### src/rtl/ps2_rx_fifo_if.sv
// Consumer-side bundle of the PS/2 receiver: FIFO head, occupancy and the pop handshake.
interface ps2_rx_fifo_if #(
    parameter int DATA_BITS = 8,
    parameter int DEPTH     = 4
);
    logic [DATA_BITS-1:0]   data;
    logic                   data_valid;
    logic                   data_ready;
    logic [$clog2(DEPTH):0] count;

    modport master (output data, output data_valid, output count, input data_ready);
    modport slave  (input data, input data_valid, input count, output data_ready);
endinterface

### src/rtl/ps2_rx_fifo.sv
// PS/2 device-to-host receiver: synchronised and filtered lines, frame decoder with
// parity/stop/timeout checks, and a small output FIFO read through valid/ready.
module ps2_rx_fifo #(
    parameter int unsigned CLK_HZ     = 25000000,
    parameter int unsigned DATA_BITS  = 8,
    parameter int unsigned PARITY_EN  = 1,
    parameter int unsigned FILTER_LEN = 8,
    parameter int unsigned TIMEOUT_US = 2000,
    parameter int unsigned DEPTH      = 4
) (
    input  logic          qzt_clk,
    input  logic          reset,
    input  logic          enable,
    input  logic          PS2C,
    input  logic          PS2D,
    ps2_rx_fifo_if.master rx,
    output logic          err_parity,
    output logic          err_frame,
    output logic          err_tout,
    output logic          overflow
);
    localparam int unsigned TIMEOUT_CYC = CLK_HZ / 1000000 * TIMEOUT_US;
    localparam int unsigned TW = $clog2(TIMEOUT_CYC + 1);
    localparam int unsigned NW = $clog2(DATA_BITS + 1);
    localparam int unsigned AW = $clog2(DEPTH);
    localparam int unsigned CW = AW + 1;

    typedef enum logic [1:0] {IDLE, DATA, PARITY, STOP} state_t;

    // Line conditioning; index 0 = PS2C, index 1 = PS2D
    logic [1:0] r_meta, r_sync, r_filt;
    logic [7:0] r_fcnt [0:1];
    logic       r_c_prev;
    logic       w_fedge, w_bit;

    always_ff @(posedge qzt_clk) begin
        if (reset) begin
            r_meta   <= '1;
            r_sync   <= '1;
            r_filt   <= '1;
            r_c_prev <= 1'b1;
            for (int unsigned i = 0; i < 2; i++) r_fcnt[i] <= '0;
        end else begin
            r_meta   <= {PS2D, PS2C};
            r_sync   <= r_meta;
            r_c_prev <= r_filt[0];
            for (int unsigned i = 0; i < 2; i++) begin
                if (r_sync[i] == r_filt[i]) begin
                    r_fcnt[i] <= '0;
                end else if (r_fcnt[i] == 8'(FILTER_LEN - 1)) begin
                    r_filt[i] <= r_sync[i];
                    r_fcnt[i] <= '0;
                end else begin
                    r_fcnt[i] <= r_fcnt[i] + 8'd1;
                end
            end
        end
    end

    assign w_fedge = r_c_prev & ~r_filt[0];
    assign w_bit   = r_filt[1];

    state_t                 r_state, w_next;
    logic [DATA_BITS-1:0]   r_shift;
    logic [DATA_BITS:0]     w_shift_nx;
    logic [NW-1:0]          r_nbits;
    logic [TW-1:0]          r_tcnt;
    logic                   r_par;
    logic                   w_tout, w_par_ok, w_last_data;
    logic                   w_push, w_err_frame, w_err_parity;

    assign w_shift_nx  = {w_bit, r_shift};
    assign w_last_data = (r_nbits == NW'(DATA_BITS - 1));
    assign w_par_ok    = (PARITY_EN == 0) || (^{r_shift, r_par});
    // A fedge in the same cycle as expiry restarts the gap instead of aborting
    assign w_tout      = enable && (r_state != IDLE) && !w_fedge && (r_tcnt == TW'(TIMEOUT_CYC));

    always_ff @(posedge qzt_clk) begin
        if (reset || !enable) r_state <= IDLE;
        else                  r_state <= w_next;
    end

    always_comb begin
        w_next = r_state;
        if (w_tout) begin
            w_next = IDLE;
        end else if (w_fedge) begin
            case (r_state)
                IDLE:    if (!w_bit) w_next = DATA;
                DATA:    if (w_last_data) w_next = (PARITY_EN != 0) ? PARITY : STOP;
                PARITY:  w_next = STOP;
                default: w_next = IDLE;
            endcase
        end
    end

    always_comb begin
        w_push       = 1'b0;
        w_err_frame  = 1'b0;
        w_err_parity = 1'b0;
        if (enable && w_fedge && r_state == STOP) begin
            if (!w_bit)         w_err_frame  = 1'b1;
            else if (!w_par_ok) w_err_parity = 1'b1;
            else                w_push       = 1'b1;
        end
    end

    always_ff @(posedge qzt_clk) begin
        if (reset) begin
            r_shift <= '0;
            r_nbits <= '0;
            r_tcnt  <= '0;
            r_par   <= 1'b0;
        end else if (!enable) begin
            r_nbits <= '0;
            r_tcnt  <= '0;
        end else begin
            if (w_fedge || r_state == IDLE || w_tout) r_tcnt <= '0;
            else                                      r_tcnt <= r_tcnt + TW'(1);
            if (w_fedge) begin
                case (r_state)
                    IDLE: r_nbits <= '0;
                    DATA: begin
                        r_shift <= w_shift_nx[DATA_BITS:1];
                        r_nbits <= r_nbits + NW'(1);
                    end
                    PARITY:  r_par <= w_bit;
                    default: ;
                endcase
            end
        end
    end

    logic [DATA_BITS-1:0] r_mem [0:DEPTH-1];
    logic [AW-1:0]        r_wr, r_rd;
    logic [CW-1:0]        r_count;
    logic                 w_pop, w_full, w_wr;

    assign w_pop  = (r_count != '0) && rx.data_ready;
    assign w_full = (r_count == CW'(DEPTH));
    // When full, a simultaneous pop frees the head slot, so the push lands at the tail
    assign w_wr   = w_push && (!w_full || w_pop);

    always_ff @(posedge qzt_clk) begin
        if (reset) begin
            for (int unsigned i = 0; i < DEPTH; i++) r_mem[i] <= '0;
            r_wr       <= '0;
            r_rd       <= '0;
            r_count    <= '0;
            err_parity <= 1'b0;
            err_frame  <= 1'b0;
            err_tout   <= 1'b0;
            overflow   <= 1'b0;
        end else begin
            if (w_wr) begin
                r_mem[r_wr] <= r_shift;
                r_wr        <= r_wr + AW'(1);
            end
            if (w_pop) r_rd <= r_rd + AW'(1);
            if (w_wr && !w_pop)      r_count <= r_count + CW'(1);
            else if (!w_wr && w_pop) r_count <= r_count - CW'(1);
            err_parity <= w_err_parity;
            err_frame  <= w_err_frame;
            err_tout   <= w_tout;
            overflow   <= w_push && w_full && !w_pop;
        end
    end

    assign rx.data       = r_mem[r_rd];
    assign rx.data_valid = (r_count != '0);
    assign rx.count      = r_count;
endmodule

### src/flat_wrapper.sv
// flat-port wrapper written by rule: the top's interface ports become plain ports
module ps2_rx_fifo_flat 
#(
    parameter int unsigned CLK_HZ     = 25000000,
    parameter int unsigned DATA_BITS  = 8,
    parameter int unsigned PARITY_EN  = 1,
    parameter int unsigned FILTER_LEN = 8,
    parameter int unsigned TIMEOUT_US = 2000,
    parameter int unsigned DEPTH      = 4
)
  (qzt_clk, reset, enable, PS2C, PS2D, err_parity, err_frame, err_tout, overflow, rx_data, rx_data_valid, rx_count, rx_data_ready);
  ps2_rx_fifo_if #(.DATA_BITS(DATA_BITS), .DEPTH(DEPTH)) rx_i ();
  input  logic qzt_clk;
  input  logic reset;
  input  logic enable;
  input  logic PS2C;
  input  logic PS2D;
  output logic err_parity;
  output logic err_frame;
  output logic err_tout;
  output logic overflow;
  output wire logic [$bits(rx_i.data)-1:0] rx_data;
  output wire logic [$bits(rx_i.data_valid)-1:0] rx_data_valid;
  output wire logic [$bits(rx_i.count)-1:0] rx_count;
  input wire logic [$bits(rx_i.data_ready)-1:0] rx_data_ready;
  assign rx_data = rx_i.data;
  assign rx_data_valid = rx_i.data_valid;
  assign rx_count = rx_i.count;
  assign rx_i.data_ready = rx_data_ready;
  ps2_rx_fifo #(.CLK_HZ(CLK_HZ), .DATA_BITS(DATA_BITS), .PARITY_EN(PARITY_EN), .FILTER_LEN(FILTER_LEN), .TIMEOUT_US(TIMEOUT_US), .DEPTH(DEPTH)) u_core (.qzt_clk(qzt_clk), .reset(reset), .enable(enable), .PS2C(PS2C), .PS2D(PS2D), .rx(rx_i), .err_parity(err_parity), .err_frame(err_frame), .err_tout(err_tout), .overflow(overflow));
endmodule
### config.mk
export PLATFORM = sky130hd
export DESIGN_NAME = ps2_rx_fifo_flat
export DESIGN_NICKNAME = d
export VERILOG_FILES = /design/src/rtl/ps2_rx_fifo_if.sv /design/src/rtl/ps2_rx_fifo.sv /design/src/flat_wrapper.sv
export SDC_FILE = /design/constraint.sdc
export NUM_CORES = 1
export LEC_CHECK = 0
export CAP_MARGIN = 20
export CORE_ASPECT_RATIO = 1.4
export CORE_UTILIZATION = 40
export DETAILED_ROUTE_END_ITERATION = 7
export PLACE_DENSITY = 0.63
export SLEW_MARGIN = 20
export SYNTH_ARGS = -nofsm -noshare
export SYNTH_HDL_FRONTEND = slang
export SYNTH_SLANG_ARGS = --single-unit
### constraint.sdc
create_clock -name qzt_clk -period 3.1 [get_ports qzt_clk]
set_input_delay 0.62 -clock qzt_clk [delete_from_list [all_inputs] [get_ports qzt_clk]]
set_output_delay 0.62 -clock qzt_clk [all_outputs]
set_load 0.01 [all_outputs]
# Yosys cells after proc, flatten, opt, wreduce, memory -nomap -nowiden
# Memory sizes are Yosys's and may differ from the RTL's. A register that Yosys moved wholly into a read port is not among the register bits.
# Cells that the tools add are included.
[totals] register_bits=49 ram_bits=48 inputBits=6 out_inout_bits=16 elab_cells=139 mem_count=2
[classes] addsub=8 n_eq_ne=12 n_mux=49 bitwise=13 n_reduce_logical=38
[memory_table] memory="u_core.r_mem" depth=4 width=8 read_ports=1 rd_clocked_by_memory_dff=1 wr=4 line="ps2_rx_fifo.sv:134" text="logic [DATA_BITS-1:0] r_mem [0:DEPTH-1];"
[memory_table] memory="u_core.r_fcnt" depth=2 width=8 read_ports=2 rd_clocked_by_memory_dff=0 wr=2 line="ps2_rx_fifo.sv:32" text="logic [7:0] r_fcnt [0:1];"
[op_table] op="2-to-1 mux 8 bit" count=7
[op_table] op="2-to-1 mux 1 bit" count=33
[op_table] op="adder 16 x 1 -> 16 bit, second input constant" count=1
[op_table] op="adder 8 x 1 -> 8 bit, second input constant" count=2
[op_table] op="== test 16 bit, second input constant" count=1
[op_table] op="== test 8 x 3 -> 1 bit, second input constant" count=2
[op_table] op="logical AND 1 bit" count=11
[op_table] op="2-to-1 mux 2 bit" count=5
[op_table] op="AND reduction 3 bit" count=3
[op_table] op="XOR reduction 9 bit" count=1
[op_table] op="case mux 4 bit (2 select lines)" count=1
[op_table] op="OR reduction 8 bit" count=1
[op_table] op="2-to-1 mux 3 bit" count=2
[op_table] op="NOT 1 bit" count=6
[op_table] op="OR 1 bit" count=6
[op_table] op="case mux 2 bit (3 select lines)" count=1
[op_table] op="AND reduction 2 bit" count=3
[op_table] op="nonzero test 2 bit" count=3
[op_table] op="OR reduction 2 bit" count=3
[op_table] op="OR reduction 3 bit" count=2
[op_table] op="zero test 1 bit" count=5
[op_table] op="adder 2 x 1 -> 2 bit, second input constant" count=2
[op_table] op="adder 4 x 1 -> 4 bit, second input constant" count=1
[op_table] op="== test 2 bit, second input constant" count=2
[op_table] op="other kinds (12)" count=16

# Depth between registers and ports, before layout
[logic_depth] word_depth=11 mapped_depth=12 ltp_nobuf=11

# Worst setup path before layout
# Ideal clock, no wire load.
[synth_path] path_type="input -> register" start="in rx_data_ready" end="reg u_core.r_count[2], in the netlist u_core.rx.count[2]" setup_ns=0.071 arrival_time_ns=2.824 required_ns=3.029 setup_slack_ns=0.206 stages=11 path_buffers=1 path_cell_list="nor4b_1 > nor4_2 > mux2i_4 > buf_6 > inv_1 > ha_1 > inv_1 > fa_1 > xor2_1 > or3_1 > a21oi_1"
[synth_between] elab_chain_cells=6 word_cells_on_any_way=9 cone_classes="1 x mux; 8 x reduce/logical"
[synth_lines] element="start, declared" line="flat_wrapper.sv:25" text="input wire logic [$bits(rx_i.data_ready)-1:0] rx_data_ready;"
[synth_lines] element="logical AND 1 bit (*)" line="ps2_rx_fifo.sv:139" text="assign w_pop = (r_count != '0) && rx.data_ready;"
[synth_lines] element="logical OR 1 bit (*)" line="ps2_rx_fifo.sv:142" text="assign w_wr = w_push && (!w_full || w_pop);"
[synth_lines] element="logical AND 1 bit (*)" line="ps2_rx_fifo.sv:142"
[synth_lines] element="net u_core.w_wr" line="ps2_rx_fifo.sv:137" text="logic w_pop, w_full, w_wr;"
[synth_lines] element="zero test 1 bit" line="ps2_rx_fifo.sv:161" text="else if (!w_wr && w_pop) r_count <= r_count - CW'(1);"
[synth_lines] element="logical AND 1 bit" line="ps2_rx_fifo.sv:161"
[synth_lines] element="nonzero test 2 bit (no line)"
[synth_lines] element="end signal, assigned" line="ps2_rx_fifo.sv:160" text="if (w_wr && !w_pop) r_count <= r_count + CW'(1);"
[synth_lines] element="end signal, assigned" line="ps2_rx_fifo.sv:161"
[synth_lines] element="end, declared" line="ps2_rx_fifo.sv:136" text="logic [CW-1:0] r_count;"
# The timed path passes the listed nets; every way through them passes the cells marked *.
# A chain may end at the register's enable or synchronous reset.

# Final worst setup path
# Ends and elaborated chain as after synthesis.

==> run_results.csv <==
group,metric,value,unit
status,status,"finished clean",
floorplan,start_util,41.1,%
finish,final_util,47.2,%
setup_path,worstPathArrival,3.07,ns
setup_path,worstSetupPathType,"in -> reg",
drt,routed-wl-met2,4280,um
drt,routedWlPerCell,13.1,um
drt,drt-total-wl,8180,um
global_routing,grt.total_usage,15.1,%
setup_path,required,3.37,ns
yosys,synthTopCellsByArea,"edfxtp_1, dfxtp_1, nand2_1",
global_routing,antenna_found_initial,0,
finish,multi_input_area,2100,um2
cts,cts_tree,"built",
yosys,yosys_warnings,0,
floorplan,fp.dieW,93.3,um
sta,finalCritPeriodShare,90.2,%
cts,clk_pin_slew,0.07,ns
yosys,synthAdderAreaFrac,3.11,%
pwr,clock_power_share,41.4,%
finish,antenna_cells,0,
setup_path,end_kind,"flop",
finish,layout.nets,490,
yosys,yosys.area.top_type_share,30.9,%
floorplan,rows,46,
yosys,ys_seq_area_share,52.8,%
worst_hold_path,hold_class,"reg -> reg",
global_routing,grt_pass1_vias,3049,
sta,worst_pin_slew,0.574,ns
sta,hold_violations,0,
pwr,max-vdd-ir-drop,0.270,mV
yosys,syn_area,4660,um2
drt,drc,0,
global_routing,gr-total-overflow,0,
sta,clock_skew,0.00739,ns
finish,drive_gt1_share,10.5,%
drt,drt-initial-drc-count,140,
global_routing,grt_max_degree,54,
yosys,ys_ff_latch,99,
pwr,p_leak,1.78,nW
placed_design,dp_slack,-0.0439,ns
cts,cts-resized-gates,0,
drt,m1WireLength,3540,um
sta,relSlewSlack,61.7,%
pwr,power.density,477,nW/um2
sta,max_freq,358,MHz
yosys,synth-xor-area-share,7.62,%
drt,routed_via_density,5.04,
pwr,power,2.55,mW
sta,fin_crit,2.80,ns
yosys,synth_compound_area_share,3.27,%
yosys,syn_area_per_cell,10.7,um2
finish,regArea,2460,um2
placed_design,dp_hpwl,5830,um
cts,cts.sinks,99,
yosys,async_flop_share,0,%
setup_path,critPathLaunchType,"input pin",
drt,vias,3132,
run,cap_violations,0,
cts,clk_latency,0.34,ns
pwr,intPower,1.99,mW
cts,hold_buffers,0,
floorplan,die_area,12100,um2
floorplan,fp.coreArea,11300,um2
placed_design,place_congestion,0.788,
yosys,ys_types,52,
drt,dr.pass1.iters,4,
floorplan,die_h,130,um
yosys,synthesis.instances,436,
cts,cts_made_buffers,9,
drt,ant_nets,0,
yosys,synth_edf_count,48,
yosys,yosys.area.top_type,"edfxtp_1",
global_routing,grt_pass1_wl,14300,um
cts,root_buffer,"clkbuf_16",
floorplan,ioPinCount,22,
finish,n_fill_cell,1041,
sta,rsz0062_at_grt,"no",
pwr,swShare,21.9,%
cts,cts_buffer_depth,2,
yosys,ys.flop_type,"dfxtp_1",
sta,drv_slew,0,
pwr,power.share.sequential,55.4,%
finish,area_growth,14.6,%
setup_path,crit_fanout,5,
cts,cts_setup_buffers,0,
pwr,power_frac_comb,3.2,%
pwr,power.net_switching,0.558,mW
sta,setup_viol,0,
cts,htree_levels,3,
sta,fin_ws,0.305,ns
drt,top_layer_used,"met4",
yosys,synth_simple_gate_area_share,23.5,%
yosys,synth_top_family_by_area,"simple AND/OR/NAND/NOR gates",
yosys,synthMuxAreaShare,6.20,%
drt,wl_met3,203,um
placed_design,io_buffers,21,
[cell usage after synthesis, types with 8 or more instances]
library cell	count
inv_1	9
dfxtp_1	51
nor3b_1	10
nor2_1	48
nor3_1	32
mux4_2	8
xnor2_1	15
a21oi_1	13
and3_1	8
clkbuf_1	12
ha_1	10
nand2_1	55
xor2_1	20
nand3_1	18
edfxtp_1	48
[worst max-delay path, cell delays in order]
cell and delay (ns):
clkdlybuf4s50_1 0.48, nor4b_1 0.07, buf_4 0.16, nor4b_2 0.33, mux2i_4 0.11, inv_1 0.08, ha_1 0.17, inv_1 0.06
fa_1 0.37, xor2_1 0.16, or3_1 0.32, a21oi_1 0.14
[layout by cell type, fill, tap and decap left out, types with 2 or more instances in the layout]
cell type,count
o21ai_0,6
dfxtp_1,51
mux4_2,8
nand2b_1,2
nor3_1,32
conb_1,16
and3_1,8
clkinv_4,3
or3_1,3
clkbuf_16,9
nor4bb_1,2
nand3b_1,2
nor2_1,48
buf_4,11
xnor2_1,15
clkdlybuf4s50_1,20
nor2b_1,3
nand3_1,18
or4_1,3
nor4b_1,3
xor2_1,20
or2_2,6
a21oi_1,13
inv_6,3
nand4_1,6
nor4_1,3
nand2_1,55
edfxtp_1,48
ha_1,10
and4_1,4
o31ai_1,3
mux2i_1,6
nor3b_1,10
inv_1,9
[area by class of cell]
class / instances / share of cell area [%]
Inverter: 9 / 0.632
Clock buffer: 9 / 4.21
Multi-Input combinational cell: 322 / 39.2
Timing Repair Buffer: 32 / 5.38
Tap cell: 144 / 3.37
Sequential cell: 99 / 46.1
Clock inverter: 7 / 1.12
[state kept, by name (all words and copies together) (netlist names), 3 cells and up, named ones only]
| signal | cells |
|---|---|
| u_core.rx.count | 3 |
| u_core.r_shift | 8 |
| u_core.r_tcnt | 16 |
| u_core.r_fcnt | 16 |
| u_core.r_nbits | 4 |
| u_core.r_mem | 32 |
[path summary, 6_finish.rpt]
check	start	to	slack (ns)	depth (start not counted)
setup / recovery	rx_data_ready	u_core.rx.count[2]	0.30	12
hold / removal	u_core.r_meta[0]	u_core.r_sync[0]	0.41	1
setup reg to reg	u_core.r_shift[1]	u_core.rx.count[2]	0.35	10
hold reg to reg	u_core.r_meta[0]	u_core.r_sync[0]	0.41	1
[per-layer routing]
layer / global-route usage (%) / vias to the layer above
li1: - / 1610
met1: 17.5 / 1471
met2: 26.5 / 40
met3: 3.50 / 11
met4: 6.52 / 0
met5: 0 / -
[power by group through the flow]
stage	Combinational, mW	Sequential, mW	Clock [mW]
2_1_floorplan	0.0526	1.44	0
3_3_place_gp	0.0818	1.44	0
3_5_place_dp	0.0826	1.44	0
4_1_cts	0.0829	1.41	1.09
5_1_grt	0.0917	1.42	1.14
6_report	0.0817	1.41	1.06
[stage by stage]
stage / cells / hold WS, ns / TNS (ns) / instance area [um2]
floorplan: 451 / 0.389 / 0 / 4720
global placement: 606 / 0.396 / 0 / 5060
detailed placement: 606 / 0.394 / -0.0439 / 5060
CTS: 622 / 0.411 / 0 / 5350
global route: 622 / 0.420 / 0 / 5350
finish: 622 / 0.409 / 0 / 5350
[cell families (layout without fill, tap and decap cells)]
| kind of cell | after synthesis | after routing |
|---|---|---|
| simple gates | 215 | 215 |
| flops | 99 | 99 |
| xor+xnor | 37 | 37 |
| buf+inv | 30 | 57 |
| compound gates | 26 | 26 |
| mux | 17 | 17 |
| fa+ha+maj | 11 | 11 |
| other cells | 1 | 16 |
Note: power is estimated with default switching activity, not from simulation.
